**src/rtl/debug_ctrl.sv**
```systemverilog
// UART-driven debug controller: single-step, free-run, snapshot dump and reset of a datapath.
// All outputs are registered; each one is computed from the next state so it lines up with state_q.
module debug_ctrl #(
  parameter int          DUMP_BYTES = 3,
  parameter logic [7:0]  CMD_STEP   = 8'h70,
  parameter logic [7:0]  CMD_CONT   = 8'h63,
  parameter logic [7:0]  CMD_DUMP   = 8'h64,
  parameter logic [7:0]  CMD_STOP   = 8'h73,
  parameter logic [7:0]  CMD_RST    = 8'h72,
  parameter int          RST_CYCLES = 4
) (
  input  logic                    clk,
  input  logic                    reset,
  input  logic                    rx_rdy,
  input  logic [7:0]              rx_bus,
  input  logic                    tx_done,
  input  logic [DUMP_BYTES*8-1:0] dp_bus,
  input  logic                    dp_halt,
  output logic                    dp_clk,
  output logic                    dp_reset,
  output logic                    tx_write,
  output logic [7:0]              tx_bus,
  output logic                    busy
);

  localparam int IW = (DUMP_BYTES > 1) ? $clog2(DUMP_BYTES) : 1;
  localparam int CW = (RST_CYCLES > 1) ? $clog2(RST_CYCLES) : 1;
  localparam logic [IW-1:0] IDX_LAST = IW'(DUMP_BYTES - 1);
  localparam logic [CW-1:0] RST_LAST = CW'(RST_CYCLES - 1);

  typedef enum logic [3:0] {
    IDLE, STEP_HI, STEP_LO, RUN, SNAP, TX_LOAD, TX_WAIT, HALTED, DP_RST
  } state_t;

  state_t                  state_q, state_d;
  logic [IW-1:0]           idx_q, idx_d;
  logic [CW-1:0]           rst_cnt_q, rst_cnt_d;
  logic                    halt_q, halt_d;
  logic [DUMP_BYTES*8-1:0] shadow_q, shadow_d;
  logic                    dp_clk_q, dp_clk_d;
  logic                    dp_reset_q, dp_reset_d;
  logic                    tx_write_q, tx_write_d;
  logic [7:0]              tx_bus_q, tx_bus_d;
  logic                    busy_q, busy_d;
  logic                    run_exit;

  assign run_exit = dp_halt || (rx_rdy && (rx_bus == CMD_STOP));

  always_comb begin
    state_d   = state_q;
    idx_d     = idx_q;
    rst_cnt_d = rst_cnt_q;
    halt_d    = halt_q;
    shadow_d  = shadow_q;
    case (state_q)
      IDLE: begin
        if (rx_rdy) begin
          if (rx_bus == CMD_STEP)      state_d = STEP_HI;
          else if (rx_bus == CMD_CONT) state_d = RUN;
          else if (rx_bus == CMD_DUMP) state_d = SNAP;
          else if (rx_bus == CMD_RST) begin
            state_d   = DP_RST;
            rst_cnt_d = '0;
          end
        end
      end
      STEP_HI: state_d = STEP_LO;
      STEP_LO: state_d = SNAP;
      // Leaving during a high phase reuses STEP_LO for the closing low phase.
      RUN: if (run_exit) state_d = dp_clk_q ? STEP_LO : SNAP;
      SNAP: begin
        shadow_d = dp_bus;
        idx_d    = '0;
        halt_d   = dp_halt;
        state_d  = TX_LOAD;
      end
      TX_LOAD: state_d = TX_WAIT;
      TX_WAIT: begin
        if (tx_done) begin
          if (idx_q == IDX_LAST) begin
            state_d = halt_q ? HALTED : IDLE;
          end else begin
            idx_d   = idx_q + 1'b1;
            state_d = TX_LOAD;
          end
        end
      end
      HALTED: begin
        if (rx_rdy) begin
          if (rx_bus == CMD_DUMP) state_d = SNAP;
          else if (rx_bus == CMD_RST) begin
            state_d   = DP_RST;
            rst_cnt_d = '0;
          end
        end
      end
      DP_RST: begin
        halt_d = 1'b0;
        if (rst_cnt_q == RST_LAST) state_d = IDLE;
        else                       rst_cnt_d = rst_cnt_q + 1'b1;
      end
      default: state_d = IDLE;
    endcase

    dp_clk_d   = (state_d == STEP_HI) ||
                 ((state_d == RUN) && ((state_q != RUN) || !dp_clk_q));
    dp_reset_d = (state_d == DP_RST);
    tx_write_d = (state_d == TX_LOAD);
    tx_bus_d   = tx_write_d ? 8'(shadow_d >> {idx_d, 3'b000}) : tx_bus_q;
    busy_d     = (state_d != IDLE) && (state_d != HALTED);
  end

  always_ff @(posedge clk) begin
    if (reset) begin
      state_q    <= IDLE;
      idx_q      <= '0;
      rst_cnt_q  <= '0;
      halt_q     <= 1'b0;
      shadow_q   <= '0;
      dp_clk_q   <= 1'b0;
      dp_reset_q <= 1'b0;
      tx_write_q <= 1'b0;
      tx_bus_q   <= 8'h00;
      busy_q     <= 1'b0;
    end else begin
      state_q    <= state_d;
      idx_q      <= idx_d;
      rst_cnt_q  <= rst_cnt_d;
      halt_q     <= halt_d;
      shadow_q   <= shadow_d;
      dp_clk_q   <= dp_clk_d;
      dp_reset_q <= dp_reset_d;
      tx_write_q <= tx_write_d;
      tx_bus_q   <= tx_bus_d;
      busy_q     <= busy_d;
    end
  end

  assign dp_clk   = dp_clk_q;
  assign dp_reset = dp_reset_q;
  assign tx_write = tx_write_q;
  assign tx_bus   = tx_bus_q;
  assign busy     = busy_q;

endmodule

```
**config.mk**
```make
export PLATFORM = sky130hd
export DESIGN_NAME = debug_ctrl
export DESIGN_NICKNAME = d
export VERILOG_FILES = /design/src/rtl/debug_ctrl.sv
export SDC_FILE = /design/constraint.sdc
export NUM_CORES = 1
export LEC_CHECK = 0
export BUFFER_PORTS_ARGS = -buffer_cell sky130_fd_sc_hd__buf_4
export CAP_MARGIN = 25
export CORE_MARGIN = 3
export CORE_UTILIZATION = 30
export DETAILED_ROUTE_END_ITERATION = 10
export PLACE_DENSITY = 0.6
export SLEW_MARGIN = 40
export SYNTH_ARGS = -nofsm -noshare
export SYNTH_HDL_FRONTEND = slang
export SYNTH_SLANG_ARGS = --single-unit
```
**constraint.sdc**
```tcl
create_clock -name clk -period 2.55 [get_ports clk]
set_clock_uncertainty 0.1 [all_clocks]
set_input_delay 0.3825 -clock clk [delete_from_list [all_inputs] [get_ports clk]]
set_output_delay 0.3825 -clock clk [all_outputs]
set_load 0.02 [all_outputs]
```
Word level (Yosys, flattened, before mapping). Index checks and enable logic that the tools add are counted.

Logic and storage cells: 77. Flip-flop bits (word level): 45. Input bits: 37. Output and inout bits: 12.

Shift-type cells: 1. Eq/ne operators: 26. Muxes and demuxes: 26. Add/subtract/negate cells: 2. Reductions and logical operators: 12.

Operator list (number): 8-bit by 7-bit equality test with 1-bit output, second input constant (5); 4-bit 2-to-1 mux (9); 4-bit one-hot mux with 9 select lines (1); 24-bit 2-to-1 mux (1); 24-bit by 5-bit right shift with 8-bit output (1); 4-bit by 3-bit equality test with 1-bit output, second input constant (5); 2-bit 2-to-1 mux (9); 4-bit by 2-bit equality test with 1-bit output, second input constant (3); 2-bit != test, second input constant (5); 3-bit 2-to-1 mux (3); 4-bit by 1-bit equality test with 1-bit output, second input constant (2); 4-bit equality test, second input constant (2); 2-bit one-hot mux with 3 select lines (1); 6-bit AND reduction (1); 2-bit by 1-bit adder with 2-bit output, second input constant (2); 2-bit equality test, second input constant (2); 4-bit logical NOT (1); 4-bit by 2-bit != test with 1-bit output, second input constant (1); 4-bit by 3-bit != test with 1-bit output, second input constant (1); 2-bit one-hot mux with 2 select lines (1); 4-bit nonzero test (1); 1-bit logical AND (3); 1-bit logical OR (3); 3-bit nonzero test (1); other kinds (3) (3).

Depth between registers and ports, before layout. Gate-level depths: netlist of the first run.

Depth after elaboration: 10. Gate-level depth with buffers: 9. Gate-level depth less buffers: 8.

Worst setup path before layout of the first run. No wires, ideal clock.

Path type: register to register. Start point: register state_q[0]. End point: register tx_bus_q[0] (netlist: tx_bus[0]). Path buffers: 1. Arrival: 1.915 ns. Library setup time: 0.135 ns. Required time: 2.315 ns. Stages on the path, launching flop included: 8. Clock period less this slack: 2.150 ns. Path slack: 0.400 ns. Cells stage by stage: dfxtp_1 buf_6 or4_4 or4_1 o211a_2 o211a_2 a21oi_1 a211oi_1.

Cells in the longest elaborated chain, start to end: 7. Elaborated cells on any way between the ends: 23. Those cells by class: eq/ne: 9; shift: 1; mux: 12; reduce/logical: 1.

RTL lines: start: declaration (line 35) `state_t state_q, state_d;`; start signal: assignment (line 126) `state_q <= state_d;`; 4-bit 2-to-1 mux (line 61, 91); 4-bit 2-to-1 mux (line 90) `if (rx_bus == CMD_DUMP) state_d = SNAP;`; 4-bit 2-to-1 mux (line 59) `else if (rx_bus == CMD_CONT) state_d = RUN;`; 4-bit 2-to-1 mux (line 58) `if (rx_bus == CMD_STEP) state_d = STEP_HI;`; 4-bit 2-to-1 mux (line 57) `if (rx_rdy) begin`; 4-bit one-hot mux with 9 select lines (line 55) `case (state_q)`; 4-bit by 3-bit equality test with 1-bit output (line 108) `tx_write_d = (state_d == TX_LOAD);`; end signal: assignment (line 134) `tx_bus_q <= tx_bus_d;`; end: declaration (line 43) `logic [7:0] tx_bus_q, tx_bus_d;`.

Several ways; a longest one is shown, not always the timed one. A chain may end at the register's enable or synchronous reset.

Final worst setup path of the first run.
Start point: register state_q[2]. End point: register tx_bus_q[2] (netlist: tx_bus[2]).

Same word-level chain as after synthesis.

==> results of run 1 <==
-- worst register-to-register path, cell delays in order, from the launching register on --
cell	delay, ns
dfxtp_1	0.41
or4_4	0.58
or4_1	0.55
o211a_2	0.19
o211a_2	0.20
a21oi_1	0.18
a211oi_1	0.07
-- registers in the layout, summed over array words and instances (netlist names) --
signal and flops:
state_q 4, dp_reset 1, rst_cnt_q 2, dp_clk 1, busy 1, idx_q 2, shadow_q 24, tx_write 1
halt_q 1, tx_bus 8
-- metrics by stage --
| stage | power [µW] | hold slack [ns] |
|---|---|---|
| final | 1450 | 0.213 |
| after global routing | 1520 | 0.199 |
| after CTS | 1470 | 0.200 |
| after detailed placement | 892 | 0.348 |
| after global placement | 890 | 0.344 |
| after floorplan | 819 | 0.336 |
-- area by class of cell --
| class | instances | area, µm² | share of cell area [%] |
|---|---|---|---|
| clock buffers | 5 | 68.8 | 2.34 |
| well taps | 99 | 124 | 4.21 |
| clock inverters | 3 | 50.0 | 1.70 |
| inverters | 7 | 26.3 | 0.894 |
| multi-input cells | 200 | 1340 | 45.7 |
| repair buffers | 55 | 425 | 14.5 |
| flip-flops and latches | 45 | 901 | 30.7 |
-- report_power, final --
group	total (µW)	internal [µW]	switching, µW
clock	575	301	275
sequential	719	713	6.35
combinational	156	78.8	76.7
-- logic make-up (layout without fill, tap and decap cells) --
family,after synthesis,after routing,share of synthesized area [%]
fa+ha+maj,3,3,1.60
flops,45,45,38.5
simple gates,98,98,23.6
buf+inv,21,70,4.17
compound gates,79,79,23.5
mux,20,20,8.76
-- cells in the mapped netlist, types with 4 or more instances --
library cell / count
o22a_1: 5
dfxtp_1: 45
nor3b_1: 4
mux2i_1: 16
and2_1: 5
o21ai_0: 9
clkbuf_1: 9
mux2_2: 4
nor2b_1: 7
nor2_1: 24
a211oi_1: 8
a21oi_1: 29
nand2_1: 28
a31oi_1: 4
inv_1: 7
-- layer usage --
metal,global-route usage [%],vias to the layer above
met3,3.51,9
li1,-,1068
met5,0,-
met2,21.6,45
met1,19.2,977
met4,5.90,0
-- final timing paths --
| kind | startpoint | to | slack (ns) | depth (start not counted) |
|---|---|---|---|---|
| worst min-delay path | dp_bus[13] | shadow_q[13] | 0.21 | 3 |
| worst max register to register | state_q[2] | tx_bus[2] | 0.16 | 6 |
| worst max-delay path | state_q[2] | tx_bus[2] | 0.16 | 6 |
| worst min register to register | shadow_q[11] | shadow_q[11] | 0.36 | 2 |
==> out/metrics.yaml, run 1 <==
clock_network:
  cts_tree: "built"
  path_clk_slew_ns: 0.10
  root_buffer: "clkbuf_8"
  htreeDepth: 2
  cts_setup_buffers: 0
  clkLatencyLatePin_ns: 0.31
  clockBufferDepth: 2
  cts_made_buffers: 5
  cts_resized: 0
  cts.sinks: 45
  hold_buffers: 0
logic_synthesis:
  ys_types: 55
  yosysTopAreaCellShare_pct: 38.5
  ys_seq_area_share_pct: 38.5
  synth_top_area_cell: "dfxtp_1"
  async_flop_share_pct: 0
  netlist_area_mm2: 0.00234
  synth_edf_count: 0
  synth_area_per_cell_um2: 8.81
  synth_warnings: 0
  synth_cells: 266
  synthFlopType: "dfxtp_1"
  synthTopCellsByArea: "dfxtp_1 (38%), mux2i_1 (6.8%), a21oi_1 (6.2%), nand2_1 (4.5%), nor2_1 (3.8%)"
  synth_seq_cells: 45
  synth_nets: 306
critical_path:
  cp.required_ns: 2.62
  slowest_stage: "or4_4"
  crit_family: "simple AND/OR/NAND/NOR gates"
  max_stage_delay_ns: 0.58
  crit_buf_inv: 0
  end_kind: "register"
  path_common_cell: "o211a_2"
  cp_data_arrival_time_ns: 2.47
  crit_chain: "or4_4 -> or4_1 -> o211a_2 -> o211a_2 -> a21oi_1 -> a211oi_1"
  start_kind: "register"
  crit_fanout: 9
  worstSetupPathType: "reg2reg"
floorplan:
  start_util_pct: 31.6
  die_area_mm2: 0.00890
  core_area_mm2: 0.00741
  io_pins: 49
  die_y_um: 94.4
  die_w_um: 94.4
  rows: 31
timing:
  fin_setup_tns_ns: 0
  finalWorstSetupSlack_ns: 0.156
  slew_headroom_pct: 67.9
  final_max_slew_viol_count: 0
  finalCritPeriodShare_pct: 93.9
  final_hold_viol_count: 0
  period_needed_ns: 2.39
  rsz0062_at_grt: "false"
  fmax_mhz: 418
  worst_pin_slew_ns: 0.475
  setup_violations: 0
place:
  place_inst: 406
  place_area_mm2: 0.00282
  io_buffers: 48
  place.gp.congestion: 0.799
  dp_hpwl_mm: 4.36
  place_ws_ns: 0.140
final_layout:
  antenna_cells: 0
  final_common_cell: "buf_4"
  syn_to_final_growth_pct: 25.5
  final_area_mm2: 0.00294
  fin_cells: 414
  drive_above_1_share_pct: 27.3
  fillers: 784
  final_util_pct: 39.7
  nets: 354
  final_cell_mix: "buf_4 (54), dfxtp_1 (45), a21oi_1 (29)"
run:
  drv_cap: 0
hold_path:
  hold_path.class: "in2reg"
route:
  drc_errors: 0
  route.met3.wl_um: 301
  vias: 2099
  drt_iter0_drc: 93
  top_layer_used: "met4"
  wl_met2_mm: 2.61
  drt_pass1_iterations: 4
  ant_nets: 0
  vias_per_cell: 5.07
  wl_mm: 5.87
  post_drt_wl_per_cell_um: 14.2
  met1_length_mm: 2.88
grt:
  track_usage_pct: 14.2
  first_global_vias: 2080
  grt-ovfl-total: 0
  antenna_found_initial: 0
  grt_pass1_wl_mm: 10.0
  grt_max_degree: 41
pwr:
  ir_worst_vdd_mv: 0.287
  p_leak_uw: 0.00111
  p_per_area_mw_per_mm2: 493
status:
  outcome: "complete, no violations"
No activity file was read; power rests on OpenSTA's default activity.
==> run 2, diff against run 1 <==
--- a/config.mk
+++ b/config.mk
@@ -11,6 +11,7 @@
 export CORE_UTILIZATION = 30
 export DETAILED_ROUTE_END_ITERATION = 10
 export PLACE_DENSITY = 0.6
+export REMOVE_ABC_BUFFERS = 1
 export SLEW_MARGIN = 40
 export SYNTH_ARGS = -nofsm -noshare
 export SYNTH_HDL_FRONTEND = slang
==> constraint.sdc (replaced) <==
create_clock -name clk -period 2.9 [get_ports clk]
set_clock_uncertainty 0.1 [all_clocks]
set_input_delay 0.435 -clock clk [delete_from_list [all_inputs] [get_ports clk]]
set_output_delay 0.435 -clock clk [all_outputs]
set_load 0.02 [all_outputs]
==> out/metrics.yaml, run 2 (synthesis gave the netlist of run 1 again) <==
status:
  outcome: "complete, no violations"  # unchanged
critical_path:
  r2r-end: "tx_bus[5]"  # was tx_bus[2]
  worstSetupPathType: "reg2reg"  # unchanged
  crit_fanout: 16  # was 9
  reg2reg_slack_ns: 0.46  # was 0.16 ns
  crit_end: "tx_bus[5]"  # was tx_bus[2]
  cp.required_ns: 2.98  # was 2.62 ns
  critPathLaunch: "state_q[1]"  # was state_q[2]
  start_kind: "register"  # unchanged
  cp_data_arrival_time_ns: 2.51  # was 2.47 ns
  reg2reg_depth: 6  # unchanged
  end_kind: "register"  # unchanged
  r2r_start: "state_q[1]"  # was state_q[2]
place:
  place.gp.congestion: 0.815  # was 0.799
  io_buffers: 48  # unchanged
  dp_hpwl_mm: 4.22  # was 4.36 mm
  place_ws_ns: 0.440  # was 0.140 ns
route:
  wl_mm: 5.72  # was 5.87 mm
  ant_nets: 0  # unchanged
  drc_errors: 0  # unchanged
  post_drt_wl_per_cell_um: 14.0  # was 14.2 µm
  drt_iter0_drc: 86  # was 93
  drt_pass1_iterations: 4  # unchanged
  vias: 2052  # was 2099
  vias_per_cell: 5.00  # was 5.07
clock_network:
  hold_buffers: 0  # unchanged
  root_buffer: "clkbuf_8"  # unchanged
  clockBufferDepth: 2  # unchanged
  cts_setup_buffers: 0  # unchanged
  path_clk_slew_ns: 0.09  # was 0.10 ns
  cts_tree: "built"  # unchanged
  cts_resized: 0  # unchanged
  cts.sinks: 45  # unchanged
  htreeDepth: 2  # unchanged
  clkLatencyLatePin_ns: 0.30  # was 0.31 ns
  cts_made_buffers: 5  # unchanged
floorplan:
  io_pins: 49  # unchanged
  die_area_mm2: 0.00890  # unchanged
  die_w_um: 94.4  # unchanged
  die_y_um: 94.4  # unchanged
  rows: 31  # unchanged
  core_area_mm2: 0.00741  # unchanged
  start_util_pct: 31.6  # unchanged
final_layout:
  drive_above_1_share_pct: 26.4  # was 27.3%
  final_cell_mix: "buf_4 (51), dfxtp_1 (45), a21oi_1 (29)"  # was buf_4 (54), dfxtp_1 (45), a21oi_1 (29)
  syn_to_final_growth_pct: 24.5  # was 25.5%
  antenna_cells: 0  # unchanged
  nets: 350  # was 354
  largest_reg_flops: 24  # unchanged
  final_common_cell: "buf_4"  # unchanged
  largest_register: "shadow_q"  # unchanged
timing:
  setup_violations: 0  # unchanged
  slew_headroom_pct: 61.3  # was 67.9%
  finalCritPeriodShare_pct: 84.1  # was 93.9%
  rsz0062_at_grt: "false"  # unchanged
  fmax_mhz: 410  # was 418 MHz
  finalWorstSetupSlack_ns: 0.462  # was 0.156 ns
  final_max_slew_viol_count: 0  # unchanged
  final_hold_viol_count: 0  # unchanged
  worst_pin_slew_ns: 0.580  # was 0.475 ns
  fin_hold_ws_ns: 0.276  # was 0.213 ns
  fin_setup_tns_ns: 0  # unchanged
  period_needed_ns: 2.44  # was 2.39 ns
grt:
  antenna_found_initial: 0  # unchanged
  grt_max_degree: 41  # unchanged
  grt-ovfl-total: 0  # unchanged
  grt_pass1_wl_mm: 9.32  # was 10.0 mm
  first_global_vias: 1933  # was 2080
  track_usage_pct: 13.1  # was 14.2%
pwr:
  p_per_area_mw_per_mm2: 458  # was 493 mW/mm²
  p_total_uw: 1340  # was 1450 µW
  p_leak_uw: 0.00109  # was 0.00111 µW
  ir_worst_vdd_mv: 0.287  # about the same
hold_path:
  hold_path.class: "in2reg"  # unchanged
run:
  drv_cap: 0  # unchanged
## run 2: layout make-up
class	instances	area, µm²
Multi-Input combinational cell	200	1340
Clock buffer	5	68.8
Clock inverter	3	68.8
Sequential cell	45	901
Inverter	7	26.3
Tap cell	99	124
Timing Repair Buffer	51	383
Fill cell	776	4490
## run 2: worst min-delay path by stage
stage | startpoint | endpoint | slack [ns] | cells past startpoint
after floorplan | shadow_q[11] | shadow_q[11] | 0.33 | 2
after global placement | shadow_q[11] | shadow_q[11] | 0.34 | 2
after detailed placement | shadow_q[14] | shadow_q[14] | 0.35 | 2
after CTS | dp_bus[8] | shadow_q[8] | 0.26 | 3
after global routing | dp_bus[13] | shadow_q[13] | 0.27 | 3
final | dp_bus[8] | shadow_q[8] | 0.28 | 3
## run 2: stage by stage
| step | cells | util (%) | cell area [µm²] |
|---|---|---|---|
| floorplan | 252 | - | 2270 |
| global placement | 402 | 37.5 | 2780 |
| detailed placement | 402 | 37.5 | 2780 |
| CTS | 410 | 39.4 | 2920 |
| global route | 410 | 39.4 | 2920 |
| finish | 410 | 39.4 | 2920 |
## run 2: power breakdown
part | internal, µW | switching, µW | leakage (µW)
logic | 67.2 | 65.6 | 0.000663
registers | 627 | 6.62 | 0.000363
clock network | 347 | 224 | 0.0000687
## run 2: layer usage
metal	track usage, %	wire length [µm]	vias up
li1	-	-	1058
met5	0	0	-
met1	18.3	2700	930
met3	2.79	378	10
met2	20.5	2560	54
met4	3.61	82	0
## run 2: worst max-delay path, cell delays in order (launching register included)
cell      delay [ns]
dfxtp_1         0.46
nor2_1          0.38
and2_1          0.57
buf_4           0.27
mux2i_1         0.27
o32a_1          0.21
a211oi_1        0.07
==> run 3, diff against run 2 <==
--- a/config.mk
+++ b/config.mk
@@ -10,7 +10,7 @@
 export CORE_MARGIN = 3
 export CORE_UTILIZATION = 30
 export DETAILED_ROUTE_END_ITERATION = 10
-export PLACE_DENSITY = 0.6
+export PLACE_DENSITY = 0.62
 export REMOVE_ABC_BUFFERS = 1
 export SLEW_MARGIN = 40
 export SYNTH_ARGS = -nofsm -noshare
==> constraint.sdc (replaced) <==
create_clock -name clk -period 2.1 [get_ports clk]
set_clock_uncertainty 0.1 [all_clocks]
set_input_delay 0.315 -clock clk [delete_from_list [all_inputs] [get_ports clk]]
set_output_delay 0.315 -clock clk [all_outputs]
set_load 0.02 [all_outputs]
==> out/metrics.yaml, run 3 (synthesis gave the netlist of run 1 again) <==
critical_path:
  start_kind: "register"  # unchanged
  critPathLaunch: "state_q[2]"  # was state_q[1]
  cp_data_arrival_time_ns: 2.32  # was 2.51 ns
  crit_family: "simple AND/OR/NAND/NOR gates"  # unchanged
  crit_chain: "or4_4 -> or4_4 -> o211a_4 -> nand2_4 -> nor3_4 -> buf_12 -> a211oi_1"  # was nor2_1 -> and2_1 -> buf_4 -> mux2i_1 -> o32a_1 -> a211oi_1
  cp.required_ns: 2.21  # was 2.98 ns
  end_kind: "register"  # unchanged
  reg2reg_slack_ns: -0.11  # was 0.46 ns
  slowest_stage: "or4_4"  # was and2_1
  worstSetupPathType: "reg2reg"  # unchanged
  max_stage_delay_ns: 0.54  # was 0.57 ns
  cp_num_cells: 7  # was 6
  r2r_start: "state_q[2]"  # was state_q[1]
  reg2reg_depth: 7  # was 6
  crit_fanout: 8  # was 16
  crit_buf_inv: 1  # unchanged
  path_common_cell: "or4_4"
pwr:
  ir_worst_vdd_mv: 0.337  # was 0.287 mV
  p_per_area_mw_per_mm2: 521  # was 458 mW/mm²
  p_leak_uw: 0.00119  # was 0.00109 µW
timing:
  final_max_slew_viol_count: 0  # unchanged
  finalCritPeriodShare_pct: 105  # was 84.1%
  fmax_mhz: 452  # was 410 MHz
  slew_headroom_pct: 72.5  # was 61.3%
  final_hold_viol_count: 0  # unchanged
  rsz0062_at_grt: "true"  # was false
  period_needed_ns: 2.21  # was 2.44 ns
  setup_violations: 9  # was 0
  fin_setup_tns_ns: -0.791  # was 0 ns
  worst_pin_slew_ns: 0.413  # was 0.580 ns
  fin_hold_ws_ns: 0.158  # was 0.276 ns
  finalWorstSetupSlack_ns: -0.111  # was 0.462 ns
clock_network:
  cts.sinks: 45  # unchanged
  clkLatencyLatePin_ns: 0.29  # was 0.30 ns
  htreeDepth: 2  # unchanged
  root_buffer: "clkbuf_8"  # unchanged
  cts_tree: "built"  # unchanged
  path_clk_slew_ns: 0.09  # about the same
  cts_made_buffers: 5  # unchanged
  clockBufferDepth: 2  # unchanged
grt:
  track_usage_pct: 13.4  # was 13.1%
  grt_pass1_wl_mm: 9.50  # was 9.32 mm
  grt-ovfl-total: 0  # unchanged
  grt_max_degree: 41  # unchanged
  first_global_vias: 2062  # was 1933
  antenna_found_initial: 0  # unchanged
route:
  drt_iter0_drc: 90  # was 86
  ant_nets: 0  # unchanged
  post_drt_wl_per_cell_um: 13.5  # was 14.0 µm
  drc_errors: 0  # unchanged
  vias: 2128  # was 2052
  wl_mm: 5.81  # was 5.72 mm
  vias_per_cell: 4.96  # was 5.00
  drt_pass1_iterations: 4  # unchanged
floorplan:
  die_w_um: 94.4  # unchanged
  die_area_mm2: 0.00890  # unchanged
  start_util_pct: 31.6  # unchanged
  core_area_mm2: 0.00741  # unchanged
  die_y_um: 94.4  # unchanged
  io_pins: 49  # unchanged
  rows: 31  # unchanged
final_layout:
  largest_reg_flops: 24  # unchanged
  syn_to_final_growth_pct: 33.6  # was 24.5%
  antenna_cells: 0  # unchanged
  final_cell_mix: "buf_4 (69), dfxtp_1 (44), nand2_1 (27)"  # was buf_4 (51), dfxtp_1 (45), a21oi_1 (29)
  drive_above_1_share_pct: 34.2  # was 26.4%
  final_common_cell: "buf_4"  # unchanged
  largest_register: "shadow_q"  # unchanged
  nets: 370  # was 350
hold_path:
  min_from: "dp_bus[8]"  # unchanged
  whs_path_depth: 3  # unchanged
  hold_path.class: "in2reg"  # unchanged
status:
  violations: "negative setup slack"
  outcome: "finished, violations left"  # was complete, no violations
place:
  place.gp.congestion: 0.813  # was 0.815
  place_ws_ns: -0.239  # was 0.440 ns
  dp_hpwl_mm: 4.42  # was 4.22 mm
  io_buffers: 48  # unchanged
run:
  drv_cap: 0  # unchanged
[run 3: path summary, 6_finish.rpt]
kind | endpoint
setup / recovery | tx_bus[0]
hold reg to reg | shadow_q[2]
setup reg to reg | tx_bus[0]
hold / removal | shadow_q[8]
[run 3: cell type report]
cell class                      count  area (µm²)
Inverter                            7        26.3
Multi-Input combinational cell    200        1430
Sequential cell                    45         902
Clock inverter                      1        7.51
Tap cell                           99         124
Fill cell                         741        4280
Clock buffer                        6        82.6
Timing Repair Buffer               71         558
[run 3: power breakdown]
group | total, µW | leakage (µW) | switching (µW) | internal (µW)
clock | 553 | 0.0000433 | 292 | 261
sequential | 871 | 0.000363 | 5.77 | 865
combinational | 206 | 0.000780 | 99.5 | 107
[run 3: per-layer routing]
metal  vias to the layer above  wire [µm]  GRT usage, %  share of wire [%]
li1                       1097          -             -                  -
met3                         4        296          3.11                5.1
met1                       980       2770          18.1                 48
met2                        47       2710          21.8                 47
met5                         -          0             0                  0
met4                         0         35          2.89               0.60
[run 3: tightest hold or removal path, stage by stage]
cell	delay (ns)
buf_4	0.11
nand2_1	0.04
a21oi_1	0.05
[run 3: repair_timing]
action                     CTS  global route
pin swaps                    2             1
setup endpoints to repair    9            11
gates resized for setup      8             9
buffers inserted             0             4
hold buffers                 0             0
[run 3: through the flow]
stage / cells / total power, µW / util, % / instance area [µm²]
5_1_grt: 429 / 1710 / 42.2 / 3130
6_report: 429 / 1630 / 42.2 / 3130
3_5_place_dp: 420 / 1090 / 39.5 / 2930
2_1_floorplan: 252 / 977 / - / 2270
3_3_place_gp: 420 / 1090 / 39.5 / 2930
4_1_cts: 427 / 1640 / 41.2 / 3050
